===== config.mk =====
export PLATFORM = sky130hd
export DESIGN_NAME = serial_link_master
export DESIGN_NICKNAME = d
export VERILOG_FILES = /design/src/rtl/serial_link_master.sv
export SDC_FILE = /design/constraint.sdc
export NUM_CORES = 1
export LEC_CHECK = 0
export ABC_AREA = 1
export BUFFER_PORTS_ARGS = -buffer_cell sky130_fd_sc_hd__buf_2
export CAP_MARGIN = 20
export CORE_MARGIN = 2
export CORE_UTILIZATION = 48
export CTS_CLUSTER_SIZE = 8
export DETAILED_ROUTE_END_ITERATION = 10
export HOLD_SLACK_MARGIN = 0.05
export MAX_ROUTING_LAYER = met4
export PLACE_DENSITY = 0.77
export REMOVE_ABC_BUFFERS = 1
export SLEW_MARGIN = 10
export SYNTH_ARGS = -nofsm -noshare
export SYNTH_HDL_FRONTEND = slang
export SYNTH_SLANG_ARGS = --single-unit

===== constraint.sdc =====
create_clock -name clk_board -period 2.8 [get_ports clk_board]
set_input_delay 0.28 -clock clk_board [delete_from_list [all_inputs] [get_ports clk_board]]
set_output_delay 0.28 -clock clk_board [all_outputs]
set_load 0.05 [all_outputs]

===== src/rtl/serial_link_master.sv =====
// serial_link_master: frames four 32-bit tx words out over a divided link clock
// (sync pulse + 32 MSB-first data pulses per slot, plus a closing sync pulse) and
// captures four 32-bit rx words returned LSB-first by the slave.
// Optional build macro SLINK_AUTORUN_EN: after the first start, frames repeat
// back-to-back. The DONE cycle then doubles as the first low cycle of the next
// frame's opening sync pulse, so done pulses are exactly one frame apart.
module serial_link_master #(
   parameter int unsigned CLK_DIV = 2
) (
   input  logic        clk_board,
   input  logic        sys_reset_n,
   input  logic        start,
   input  logic        wr_en,
   input  logic [1:0]  wr_slot,
   input  logic [31:0] wr_data,
   input  logic [1:0]  rd_slot,
   output logic [31:0] rd_data,
   output logic        busy,
   output logic        done,
   output logic        clk_data,
   output logic        data_sync_en,
   output logic        datainbit,
   input  logic        dataoutbit
);

   typedef enum logic [2:0] {StIdle, StSync, StShift, StTail, StDone} state_e;

   localparam logic [7:0] DivLast = 8'(CLK_DIV - 1);

   state_e      state_q, state_d;
   logic [7:0]  div_q, div_d;
   logic        phase_q, phase_d;   // 0: low half of a link pulse, 1: high half
   logic [4:0]  bit_q, bit_d;
   logic [1:0]  slot_q, slot_d;
   logic [31:0] shift_q, shift_d;
   logic [31:0] tx_q [4];
   logic [31:0] rx_q [4];

   logic link_run, div_wrap, rise, pulse_end, last_bit, tx_we, rx_we, sync_phase;

   // Decode which states drive the link divider and the sync qualifier
   always_comb begin
      link_run   = (state_q == StSync) || (state_q == StShift) || (state_q == StTail);
      sync_phase = (state_q == StSync) || (state_q == StTail);
`ifdef SLINK_AUTORUN_EN
      if (state_q == StDone) begin
         link_run   = 1'b1;
         sync_phase = 1'b1;
      end
`endif
   end

   assign div_wrap  = (div_q == DivLast);
   assign rise      = link_run && div_wrap && !phase_q;  // cycle that drives clk_data 0->1
   assign pulse_end = link_run && div_wrap && phase_q;   // last cycle of a high phase
   assign last_bit  = (bit_q == 5'd31);
   assign tx_we     = wr_en && (state_q == StIdle);
   assign rx_we     = (state_q == StShift) && pulse_end && last_bit;

   // FSM state register
   always_ff @(posedge clk_board or negedge sys_reset_n) begin
      if (!sys_reset_n) state_q <= StIdle;
      else              state_q <= state_d;
   end

   // FSM next-state logic
   always_comb begin
      state_d = state_q;
      unique case (state_q)
         StIdle:  if (start) state_d = StSync;
         StSync:  if (pulse_end) state_d = StShift;
         StShift: if (pulse_end && last_bit) state_d = (slot_q == 2'd3) ? StTail : StSync;
         StTail:  if (pulse_end) state_d = StDone;
`ifdef SLINK_AUTORUN_EN
         StDone:  state_d = StSync;
`else
         StDone:  state_d = StIdle;
`endif
         default: state_d = StIdle;
      endcase
   end

   // FSM outputs and rx read mux
   always_comb begin
      busy         = (state_q != StIdle);
      done         = (state_q == StDone);
      clk_data     = phase_q && ((state_q == StSync) || (state_q == StShift) ||
                                 (state_q == StTail));
      data_sync_en = sync_phase;
      datainbit    = (state_q == StShift) ? tx_q[slot_q][5'd31 - bit_q] : 1'b0;
      rd_data      = rx_q[rd_slot];
   end

   // Divider, bit/slot counters and rx shift assembly
   always_comb begin
      div_d   = 8'd0;
      phase_d = 1'b0;
      bit_d   = bit_q;
      slot_d  = slot_q;
      shift_d = shift_q;
      if (link_run) begin
         phase_d = phase_q;
         if (div_wrap) phase_d = ~phase_q;
         else          div_d   = div_q + 8'd1;
      end
      if (state_q == StIdle) begin
         bit_d  = 5'd0;
         slot_d = 2'd0;
      end else if (state_q == StShift) begin
         if (rise) shift_d[bit_q] = dataoutbit;
         if (pulse_end) begin
            bit_d = bit_q + 5'd1;
            if (last_bit) slot_d = slot_q + 2'd1;
         end
      end
   end

   // Counter and shift registers
   always_ff @(posedge clk_board or negedge sys_reset_n) begin
      if (!sys_reset_n) begin
         div_q   <= 8'd0;
         phase_q <= 1'b0;
         bit_q   <= 5'd0;
         slot_q  <= 2'd0;
         shift_q <= 32'd0;
      end else begin
         div_q   <= div_d;
         phase_q <= phase_d;
         bit_q   <= bit_d;
         slot_q  <= slot_d;
         shift_q <= shift_d;
      end
   end

   // tx/rx register files; tx writable only while idle, rx committed per slot
   always_ff @(posedge clk_board or negedge sys_reset_n) begin
      if (!sys_reset_n) begin
         for (int i = 0; i < 4; i++) begin
            tx_q[i] <= 32'd0;
            rx_q[i] <= 32'd0;
         end
      end else begin
         if (tx_we) tx_q[wr_slot] <= wr_data;
         if (rx_we) rx_q[slot_q]  <= shift_q;
      end
   end

endmodule


# Yosys cells after proc, flatten, opt, wreduce, memory -nomap -nowiden
# Cells that the tools add are included.
# classes
magnitude_cmp,8
n_bitwise,5
n_mux,35
n_eq_ne,12
n_reduce_logical,24
addsub,4
# ops
op,n
bitwise mux 128 bit,2
2-to-1 mux 32 bit,6
binary-select mux 32 bit (select 2 bit),2
demux 32 bit (select 2 bit),2
bitwise mux 32 bit,1
2-to-1 mux 8 bit,2
2-to-1 mux 5 bit,3
"less-than comparator 5 x 6 -> 1 bit, second input constant",2
2-to-1 mux 3 bit,4
case mux 3 bit (4 select lines),1
logical AND 1 bit,11
2-to-1 mux 2 bit,5
">= comparator 3 bit, second input constant",3
inverter 2 -> 3 bit,3
"adder 8 x 1 -> 8 bit, second input constant",1
"== test 8 x 1 -> 1 bit, second input constant",1
"== test 3 x 2 -> 1 bit, second input constant",2
"less-than comparator 3 x 1 -> 1 bit, second input constant",2
"!= test 2 bit, second input constant",3
AND reduction 3 bit,2
nonzero test 2 bit,3
"adder 5 x 1 -> 5 bit, second input constant",1
binary-select mux 1 bit (select 5 bit),1
demux 1 bit (select 5 bit),1
other kinds (16),24
# totals
in_bits,41
elab_cells,102
regBits,307
output_inout_bits,37

# Logic depth before layout (Yosys ltp)
# Gate-level depths: netlist of the first run.
# logic_depth
ltp_word,8
depth_mapped,13
depth_no_buf,11

# Worst setup path before layout of the first run
# No wires, ideal clock.
# synth_path
kind,register to output
startpoint,register slot_q[1]
endpoint,output port datainbit
path_slack_ns,0.313
stages_incl_launch_ff,12
arrival_time_ns,2.207
path_buffers,2
t_required_ns,2.520
path_cell_list,dfrtp_1 -> clkbuf_1 -> inv_1 -> clkbuf_1 -> o211ai_1 -> nand3_1 -> nand3_1 -> nand2_1 -> nand2_1 -> nand2_1 -> nor2_1 -> a21oi_1
# synth_via
elab_chain_len,7
# synth_lines
item,line,rtl
start: declaration,34,"logic [1:0] slot_q, slot_d;"
start signal: assignment,130,slot_q <= slot_d;
inverter 2 -> 3 bit (not written as such),90,datainbit = (state_q == StShift) ? tx_q[slot_q][5'd31 - bit_q] : 1'b0;
binary-select mux 32 bit (select 2 bit),90,
2-to-1 mux 32 bit (not written as such) (2 in series),90,
binary-select mux 1 bit (select 5 bit),90,
2-to-1 mux 1 bit (not written as such),90,
2-to-1 mux 1 bit,90,
end: declaration,22,"output logic datainbit,"
# Every way passes these cells. The select of a mux whose other input is x is not followed.

# Final worst setup path of the first run
# Same ends and word-level chain as after synthesis.

==> flow_metrics.env, run 1 <==
export IMPL_run_status="finished, final reports clean"
export IMPL_rows=63
export IMPL_grt_use_total=0.2355
export IMPL_area_growth_pct=16.40
export IMPL_io_buffers=77
export IMPL_drc=0
export IMPL_cp_max_fo=15
export IMPL_synth_edf_count=0
export IMPL_drv_cap=0
export IMPL_worstMarginPinSlew_ns=0.9830
export IMPL_placed_area_um2=15070
export IMPL_dieArea_um2=31080
export IMPL_reg2regPathDepth=12
export IMPL_finalSetupViolCount=0
export IMPL_synth_flop_cell="dfrtp_1"
export IMPL_drive_above_1_share=0.1325
export IMPL_num_vias=11840
export IMPL_io_pins=78
export IMPL_required_ns=2.52
export IMPL_cts_root_buf="clkbuf_16"
export IMPL_grt_max_degree=83
export IMPL_final_period_utilization=0.9524
export IMPL_r2r_setup_slack_ns=0.51
export IMPL_p_per_area_nw_per_um2=835.5
export IMPL_final_max_slew_viol_count=0
export IMPL_grt_overflow=0
export IMPL_clk_latency_ns=0.54
export IMPL_r2r_end="rx_q[112]"
export IMPL_fmax_mhz=375.0
export IMPL_dpl_hpwl_um=20860
export IMPL_yosysUniqueCellTypes=36
export IMPL_final_nets=1830
export IMPL_wl_per_cell_um=15.91
export IMPL_clock_skew_final_ns=0.01513
export IMPL_regArea_um2=7684
export IMPL_synth_async_sr_flop_share=1.000
export IMPL_yosys_warnings=0
export IMPL_synth_top_area_frac=0.5392
export IMPL_clk_path_buf_depth=3
export IMPL_antenna_found_initial=1
export IMPL_hold_ws_ns=0.1173
export IMPL_die_w_um=176.3
export IMPL_final_cell_area_um2=16590
export IMPL_maxSlewHeadroom=0.3439
export IMPL_synth_largest_area_cell="dfrtp_1"
export IMPL_critPathArrivalTime_ns=2.39
export IMPL_core_um2=29400
export IMPL_layout_setup_ws_ns=0.1332
export IMPL_synth_area_leaders="dfrtp_1 (54%), nand2_1 (11%), o21ai_0 (7.7%)"
export IMPL_wirelength_um=34550
export IMPL_via_per_inst=5.451
export IMPL_end_kind="output pin"
export IMPL_first_pass_iters=6
export IMPL_grt_pass1_vias=11850
export IMPL_multi_input_area_um2=5453
export IMPL_antenna_left=0
export IMPL_pre_cts_ws_ns=0.4957
export IMPL_power_uw=13860
export IMPL_initial_core_util=0.4846
export IMPL_hold_viol=0
export IMPL_cp_start_kind="register"
export IMPL_reg2reg_from="bit_q[0]"
export IMPL_synth_seq_area_share=0.5392
export IMPL_cts_tree="done"
export IMPL_crit_start="slot_q[1]"
export IMPL_path_class="register to output pin"
export IMPL_num_fill_cells=2574
export IMPL_die_h_um=176.3
export IMPL_drtIter0Drc=1168
export IMPL_cts_setup_buffers=0
export IMPL_htreeDepth=2
export IMPL_syn_avg_cell_area_um2=8.441
export IMPL_numCtsBuffers=44
export IMPL_leakage_uw=0.008081
export IMPL_finalSetupTns_ns=0
export IMPL_finalCriticalPeriod_ns=2.667
export IMPL_hp_class="input pin to register"
export IMPL_cts_clk_slew_worst_paths_ns=0.05
export IMPL_clock_sinks=307
export IMPL_grt_pass1_wl_um=58710
export IMPL_synth_cells=1688
export IMPL_ys_ff_latch=307
export IMPL_syn_area_um2=14250
export IMPL_gp_congestion=0.8425
export IMPL_vdd_drop_max_v=0.0006353
export IMPL_endpoint="datainbit"
export IMPL_rsz0062_at_grt="no"
## per-layer routing
metal	routed length [µm]	track usage	up-vias
met5	0	-	-
met4	516	0.06129	0
met3	2064	0.03273	45
met2	16930	0.3806	375
met1	15040	0.3156	5740
li1	-	-	5679
## state kept, by name, summed over array words and instances, names as in the netlist
register  flops
tx_q        128
div_q         8
phase_q       1
slot_q        2
bit_q         5
shift_q      32
state_q       3
rx_q        128
## placed cells by master (no fill, tap or decap), drive strengths merged
master and instances:
buf 113, a21oi 10, mux2 16, nand4 2, dfrtp 307, clkinvlp 2, o22ai 32, diode 1
dlygate4sd3 33, ha 11, nand3 139, clkbuf 45, nor3 18, nor3b 1, or2 1, nor2 88
o31ai 1, nor4 1, clkinv 4, o21ai 348, inv 175, o211ai 15, nand2 419
## stage by stage
| step | util | cells |
|---|---|---|
| 3_3_place_gp | 0.5125 | 2089 |
| 2_1_floorplan | - | 1586 |
| 4_1_cts | 0.5636 | 2171 |
| 3_5_place_dp | 0.5125 | 2089 |
| 5_1_grt | 0.5641 | 2172 |
| 6_report | 0.5641 | 2172 |
## what timing repair did
item	CTS	global route
endpoints found under the setup margin	1	1
hold buffers	33	0
gates resized for setup	3	5
hold endpoints to repair	178	0
## area by class of cell
cell class / instances / share of cell area
clock inverter: 4 / 0.003168
clock buffer: 45 / 0.06661
inverter: 177 / 0.04043
timing repair buffer: 146 / 0.06820
multi-input combinational: 1102 / 0.3288
antenna: 1 / 0.0001509
sequential: 307 / 0.4633
tap: 390 / 0.02942
## how the worst min path moves through the flow
stage / from / end / slack [ns] / depth (start not counted)
after floorplan: sys_reset_n / bit_q[0] / -0.02 / 0
after global placement: sys_reset_n / rx_q[49] / 0.26 / 1
after detailed placement: sys_reset_n / rx_q[49] / 0.26 / 1
after CTS: start / state_q[2] / 0.11 / 4
after global routing: start / state_q[2] / 0.11 / 4
final: start / state_q[2] / 0.12 / 4
## synthesized netlist by cell type, drive strengths merged (2+ instances only)
cell    number
nor3        18
o22ai       32
nand3      139
nor2        88
o21ai      348
dfrtp      307
clkbuf      63
mux2        16
buf         39
o211ai      15
nand2      419
inv        174
ha          11
clkinv       3
a21oi       10
nand4        2
## worst max-delay path, stage by stage, from the launching register on
cell	delay [ns]
dfrtp_1	0.41
clkinvlp_4	0.29
buf_12	0.25
o211ai_1	0.09
nand3_1	0.12
nand3_1	0.11
nand2_1	0.06
nand2_1	0.06
nand2_1	0.05
nor2_1	0.13
a21oi_2	0.09
buf_4	0.20
## power by group
part	total, µW	internal, µW	leakage (µW)	switching, µW
sequential	5860	5480	0.00385	383
clock	4610	2780	0.000565	1830
combinational	3390	1130	0.00367	2260
## cell families after synthesis
kind of cell / count (synthesis) / share of synthesized area
AND/OR/NAND/NOR: 669 / 0.2007
AO/OA/AOI/OAI: 406 / 0.1582
flip-flops: 307 / 0.5392
buffers and inverters: 279 / 0.07956
multiplexers: 16 / 0.01265
adder cells (fa/ha/maj): 11 / 0.009659
No activity file was read; power rests on OpenSTA's default activity.
==> run 2, diff against run 1 <==
--- a/config.mk
+++ b/config.mk
@@ -5,7 +5,6 @@
 export SDC_FILE = /design/constraint.sdc
 export NUM_CORES = 1
 export LEC_CHECK = 0
-export ABC_AREA = 1
 export BUFFER_PORTS_ARGS = -buffer_cell sky130_fd_sc_hd__buf_2
 export CAP_MARGIN = 20
 export CORE_MARGIN = 2
==> flow_metrics.env, run 2 <==
export IMPL_run_status="finished, final reports clean"
export IMPL_hold_ws_ns=0.06495
export IMPL_internal_power_uw=9287
export IMPL_yosysUniqueCellTypes=41
export IMPL_cp_start_kind="register"
export IMPL_maxSlewHeadroom=0.5216
export IMPL_core_um2=28630
export IMPL_drc=0
export IMPL_p_sw_frac=0.2627
export IMPL_ys_ff_latch=307
export IMPL_clock_sinks=307
export IMPL_hp_class="input pin to register"
export IMPL_io_buffers=77
export IMPL_die_h_um=174.3
export IMPL_top_regs="rx_q (128), tx_q (128), shift_q (32)"
export IMPL_crit_slowest_cell="dfrtp_4"
export IMPL_synth_commonest_cells="dfrtp_1 (307), mux2_2 (288), mux2i_1 (66)"
export IMPL_cts_root_buf="clkbuf_16"
export IMPL_finalSetupViolCount=0
export IMPL_hold_viol=0
export IMPL_num_vias=8463
export IMPL_p_seq_frac=0.462
export IMPL_dieArea_um2=30370
export IMPL_fin_util=0.5817
export IMPL_leakage_uw=0.007779
export IMPL_yosys_warnings=0
export IMPL_synth_most_common_cell="dfrtp_1"
export IMPL_cts_tree="done"
export IMPL_numCtsBuffers=44
export IMPL_vdd_drop_max_v=0.0006011
export IMPL_grt_use_total=0.2058
export IMPL_final_cell_mix="dfrtp_1 (303), mux2_2 (288), buf_2 (76), mux2i_1 (66), nor2_1 (53)"
export IMPL_area_growth_pct=19.67
export IMPL_die_w_um=174.3
export IMPL_path_class="register to output pin"
export IMPL_switching_power_uw=3308
export IMPL_grt_pass1_vias=9059
export IMPL_wirelength_um=30100
export IMPL_finalNonFillerCells=1505
export IMPL_fmax_mhz=362.0
export IMPL_synth_edf_count=0
export IMPL_syn_avg_cell_area_um2=14.34
export IMPL_worstMarginPinSlew_ns=0.7176
export IMPL_worst_path_buf_inv=3
export IMPL_first_pass_iters=4
export IMPL_syn_area_um2=13910
export IMPL_clk_path_buf_depth=3
export IMPL_layout_commonest_cell="dfrtp_1"
export IMPL_io_pins=78
export IMPL_cts_clk_slew_worst_paths_ns=0.05
export IMPL_synth_seq_area_share=0.5521
export IMPL_end_kind="output pin"
export IMPL_wl_per_cell_um=20.00
export IMPL_synth_top_area_frac=0.5521
export IMPL_pwr_share_comb=0.177
export IMPL_critPathArrivalTime_ns=2.48
export IMPL_synth_flop_cell="dfrtp_1"
export IMPL_reg2regPathDepth=9
export IMPL_via_per_inst=5.623
export IMPL_dpl_hpwl_um=18150
export IMPL_clock_skew_final_ns=0.01903
export IMPL_grt_pass1_wl_um=48560
export IMPL_drv_cap=0
export IMPL_p_per_area_nw_per_um2=756.4
export IMPL_whs_path_depth=2
export IMPL_required_ns=2.52
export IMPL_cp_max_fo=5
export IMPL_critPathTopFamily="buffers and inverters"
export IMPL_antenna_left=0
export IMPL_drtIter0Drc=383
export IMPL_final_max_slew_viol_count=0
export IMPL_initial_core_util=0.4861
export IMPL_antenna_found_initial=1
export IMPL_synth_largest_area_cell="dfrtp_1"
export IMPL_htreeDepth=2
export IMPL_grt_overflow=0
export IMPL_synth_async_sr_flop_share=1.000
export IMPL_final_period_utilization=0.9867
export IMPL_gp_congestion=0.8141
export IMPL_slowest_delay_ns=0.49
export IMPL_finalCriticalPeriod_ns=2.763
export IMPL_final_nets=1169
export IMPL_dp_cells=1401
export IMPL_drive_above_1_share=0.4795
export IMPL_clkPwrFrac=0.362
export IMPL_crit_path_cell_trace="buf_4, buf_16, mux2i_1, a211oi_2, nand3_1, nand4_1, nor2_2, a21oi_2, buf_6"
export IMPL_grt_max_degree=88
export IMPL_path_depth=9
export IMPL_synth_cells=970
export IMPL_rows=62
export IMPL_clk_latency_ns=0.53
export IMPL_synth_area_leaders="dfrtp_1 (55%), mux2_2 (23%), mux4_2 (5.2%)"
run 2: cell count changes in the layout (fill, tap and decap cells not counted), moves of 66 or more:
| cell | before | now |
|---|---|---|
| mux2_2 | 8 | 288 |
| inv_1 | 167 | 8 |
| nand2_1 | 414 | 31 |
| nand3_1 | 138 | 22 |
| o21ai_1 | 91 | 0 |
| mux2i_1 | 0 | 66 |
| o21ai_0 | 219 | 1 |
run 2: final timing paths:
check | startpoint | to | slack [ns]
hold reg to reg | div_q[0] | div_q[0] | 0.49
hold / removal | wr_data[7] | tx_q[7] | 0.06
setup / recovery | slot_q[0] | datainbit | 0.04
min in group asynchronous | sys_reset_n | rx_q[24] | 0.36
max in group asynchronous | sys_reset_n | tx_q[34] | 1.58
setup reg to reg | bit_q[0] | rx_q[90] | 0.25
run 2: repair_timing:
| action | 4_1_cts | 5_1_grt |
|---|---|---|
| resized for setup | 15 | 25 |
| setup buffers | 3 | 17 |
| gates cloned | 1 | 4 |
| hold endpoints to repair | 185 | 0 |
| pin swaps | 0 | 20 |
| hold buffers | 29 | 0 |
| setup endpoints to repair | 1 | 1 |
run 2: metal layers:
| layer | wire length (µm) | vias up | GRT usage | share of wire |
|---|---|---|---|---|
| met5 | 0 | - | - | 0 |
| met4 | 450 | 0 | 0.05462 | 0.015 |
| met3 | 1369 | 48 | 0.03390 | 0.045 |
| met2 | 14710 | 175 | 0.3294 | 0.49 |
| met1 | 13570 | 4426 | 0.2748 | 0.45 |
| li1 | - | 3814 | - | - |
run 2: worst reg2reg max path: stages (launching register included):
cell and delay (ns):
dfrtp_1 0.42, buf_4 0.19, ha_1 0.24, and3_1 0.19, ha_1 0.23, nand2_1 0.13
nor3_4 0.07, nand2_1 0.09, buf_4 0.44, mux2_2 0.43
run 2: cell families after synthesis:
family | after synthesis | synth area share
buf+inv | 69 | 0.02509
mux | 387 | 0.3332
simple gates | 142 | 0.04982
xor+xnor | 10 | 0.006294
flops | 307 | 0.5521
fa+ha+maj | 11 | 0.009891
compound gates | 44 | 0.02365
run 2: stage by stage:
step	total power, µW	setup WS [ns]	cell area [µm²]	setup TNS, ns
2_1_floorplan	7295	-1.256	13600	-147.24
3_3_place_gp	7857	0.2452	14790	0
3_5_place_dp	7981	0.2937	14790	0
4_1_cts	12620	0.003047	16330	0
5_1_grt	13230	-0.03823	16650	-0.03823
6_report	12600	0.03733	16650	0
run 2: final cells by class:
cell class,count,area [µm²]
fillers,2222,11970
flip-flops and latches,307,7690
multi-input cells,594,6001
repair buffers,161,1290
clock buffers,46,1130
well taps,384,480.5
inverters,9,33.78
clock inverters,3,25.02
diodes,1,2.502
run 2: power by group through the flow:
| stage | clock (µW) | combinational [µW] | sequential, µW |
|---|---|---|---|
| finish | 4560 | 2230 | 5810 |
| global route | 4860 | 2460 | 5910 |
| CTS | 4650 | 2180 | 5800 |
| detailed placement | 0 | 2120 | 5860 |
| global placement | 0 | 2050 | 5800 |
| floorplan | 0 | 1580 | 5720 |
==> run 3, diff against run 2 <==
--- a/config.mk
+++ b/config.mk
@@ -12,7 +12,6 @@
 export CTS_CLUSTER_SIZE = 8
 export DETAILED_ROUTE_END_ITERATION = 10
 export HOLD_SLACK_MARGIN = 0.05
-export MAX_ROUTING_LAYER = met4
 export PLACE_DENSITY = 0.77
 export REMOVE_ABC_BUFFERS = 1
 export SLEW_MARGIN = 10
==> flow_metrics.env, run 3 (synthesized netlist as in run 2, its figures left out) <==
export IMPL_cp_start_kind="register"
export IMPL_hold_ws_ns=0.05700
export IMPL_rows=62
export IMPL_clk_path_buf_depth=3
export IMPL_via_per_inst=5.631
export IMPL_final_nets=1169
export IMPL_dieArea_um2=30370
export IMPL_top_regs="rx_q (128), tx_q (128), shift_q (32)"
export IMPL_path_class="register to output pin"
export IMPL_vdd_drop_max_v=0.0005999
export IMPL_final_period_utilization=0.9924
export IMPL_first_pass_iters=4
export IMPL_required_ns=2.52
export IMPL_die_h_um=174.3
export IMPL_pre_cts_ws_ns=0.2937
export IMPL_multi_input_area_um2=6001
export IMPL_initial_core_util=0.4861
export IMPL_dpl_hpwl_um=18150
export IMPL_cp_max_fo=5
export IMPL_drv_cap=0
export IMPL_grt_overflow=0
export IMPL_hp_class="input pin to register"
export IMPL_critPathTopFamily="buffers and inverters"
export IMPL_grt_max_degree=88
export IMPL_drive_above_1_share=0.4795
export IMPL_clock_skew_final_ns=0.01642
export IMPL_finalSetupViolCount=0
export IMPL_io_pins=78
export IMPL_p_seq_frac=0.462
export IMPL_cts_tree="done"
export IMPL_wl_per_cell_um=20.00
export IMPL_leakage_uw=0.007778
export IMPL_drc=0
export IMPL_final_max_slew_viol_count=0
export IMPL_clock_sinks=307
export IMPL_cts_root_buf="clkbuf_16"
export IMPL_grt_use_total=0.1997
export IMPL_htreeDepth=2
export IMPL_internal_power_uw=9287
export IMPL_core_um2=28630
export IMPL_cts_clk_slew_worst_paths_ns=0.05
export IMPL_num_vias=8474
export IMPL_die_w_um=174.3
export IMPL_critPathArrivalTime_ns=2.50
export IMPL_p_sw_frac=0.2623
export IMPL_run_status="finished, final reports clean"
export IMPL_switching_power_uw=3303
export IMPL_drtIter0Drc=387
export IMPL_gp_congestion=0.8025
export IMPL_power_uw=12590
export IMPL_io_buffers=77
export IMPL_regArea_um2=7690
export IMPL_area_growth_pct=19.65
export IMPL_worstMarginPinSlew_ns=0.7067
export IMPL_worst_path_buf_inv=3
export IMPL_finalCriticalPeriod_ns=2.779
export IMPL_wirelength_um=30100
export IMPL_maxSlewHeadroom=0.5288
export IMPL_grt_pass1_wl_um=48570
export IMPL_clkPwrFrac=0.361
export IMPL_fin_util=0.5816
export IMPL_layout_commonest_cell="dfrtp_1"
export IMPL_antenna_left=0
export IMPL_fmax_mhz=359.9
export IMPL_p_per_area_nw_per_um2=756.2
export IMPL_final_cell_mix="dfrtp_1 (303), mux2_2 (288), buf_2 (76), mux2i_1 (66), nor2_1 (53)"
export IMPL_antenna_found_initial=1
export IMPL_end_kind="output pin"
export IMPL_numCtsBuffers=44
export IMPL_crit_slowest_cell="dfrtp_4"
export IMPL_clk_latency_ns=0.53
export IMPL_hold_viol=0
export IMPL_grt_pass1_vias=9060
export IMPL_crit_path_cell_trace="buf_4, buf_16, mux2i_1, a211oi_2, nand3_1, nand4_1, nor2_2, a21oi_2, buf_6"
export IMPL_num_fill_cells=2223
export IMPL_slowest_delay_ns=0.48
export IMPL_pwr_share_comb=0.177
export IMPL_layout_setup_ws_ns=0.02129
==> run 3: cell counts in the layout (fill, tap and decap cells not counted) <==
Identical to the previous run, type by type.
==> run 3: per-stage QoR <==
stage / cells / area (µm²) / setup TNS (ns)
6_report: 1505 / 16650 / 0
5_1_grt: 1505 / 16650 / -0.07332
4_1_cts: 1483 / 16330 / 0
3_5_place_dp: 1401 / 14790 / 0
3_3_place_gp: 1401 / 14790 / 0
2_1_floorplan: 910 / 13600 / -147.24
==> run 3: cell type report <==
type / instances / share of cell area
flip-flops and latches: 307 / 0.4619
clock buffers: 46 / 0.06786
multi-input cells: 594 / 0.3604
inverters: 9 / 0.002029
clock inverters: 3 / 0.001503
diodes: 1 / 0.0001503
repair buffers: 161 / 0.07726
well taps: 384 / 0.02886
==> run 3: per-layer routing <==
metal / global-route usage / wire length (µm) / vias up
met3: 0.03434 / 1178 / 49
met5: 0 / 0 / -
li1: - / - / 3810
met1: 0.2744 / 13760 / 4448
met4: 0.05462 / 485 / 0
met2: 0.3295 / 14670 / 167
==> run 3: power by group through the flow <==
stage / logic [µW] / registers (µW) / clock network (µW)
6_report: 2220 / 5820 / 4550
5_1_grt: 2460 / 5910 / 4860
4_1_cts: 2180 / 5800 / 4650
3_5_place_dp: 2120 / 5860 / 0
3_3_place_gp: 2050 / 5800 / 0
2_1_floorplan: 1580 / 5720 / 0
==> run 3: worst paths after layout <==
| check | from | end | slack [ns] | cells past startpoint |
|---|---|---|---|---|
| setup reg to reg | bit_q[0] | rx_q[90] | 0.25 | 9 |
| min in group asynchronous | sys_reset_n | rx_q[24] | 0.37 | 2 |
| max in group asynchronous | sys_reset_n | tx_q[34] | 1.59 | 3 |
| hold reg to reg | div_q[0] | div_q[0] | 0.49 | 1 |
| setup / recovery | slot_q[0] | datainbit | 0.02 | 9 |
| hold / removal | wr_data[7] | tx_q[7] | 0.06 | 2 |
==> run 3: timing repair <==
item	in CTS	in global routing
pin swaps	0	19
cloned	1	4
resized for setup	15	24
endpoints found under the setup margin	1	1
buffers inserted	3	17
hold buffers	29	0
endpoints found under the hold margin	185	0
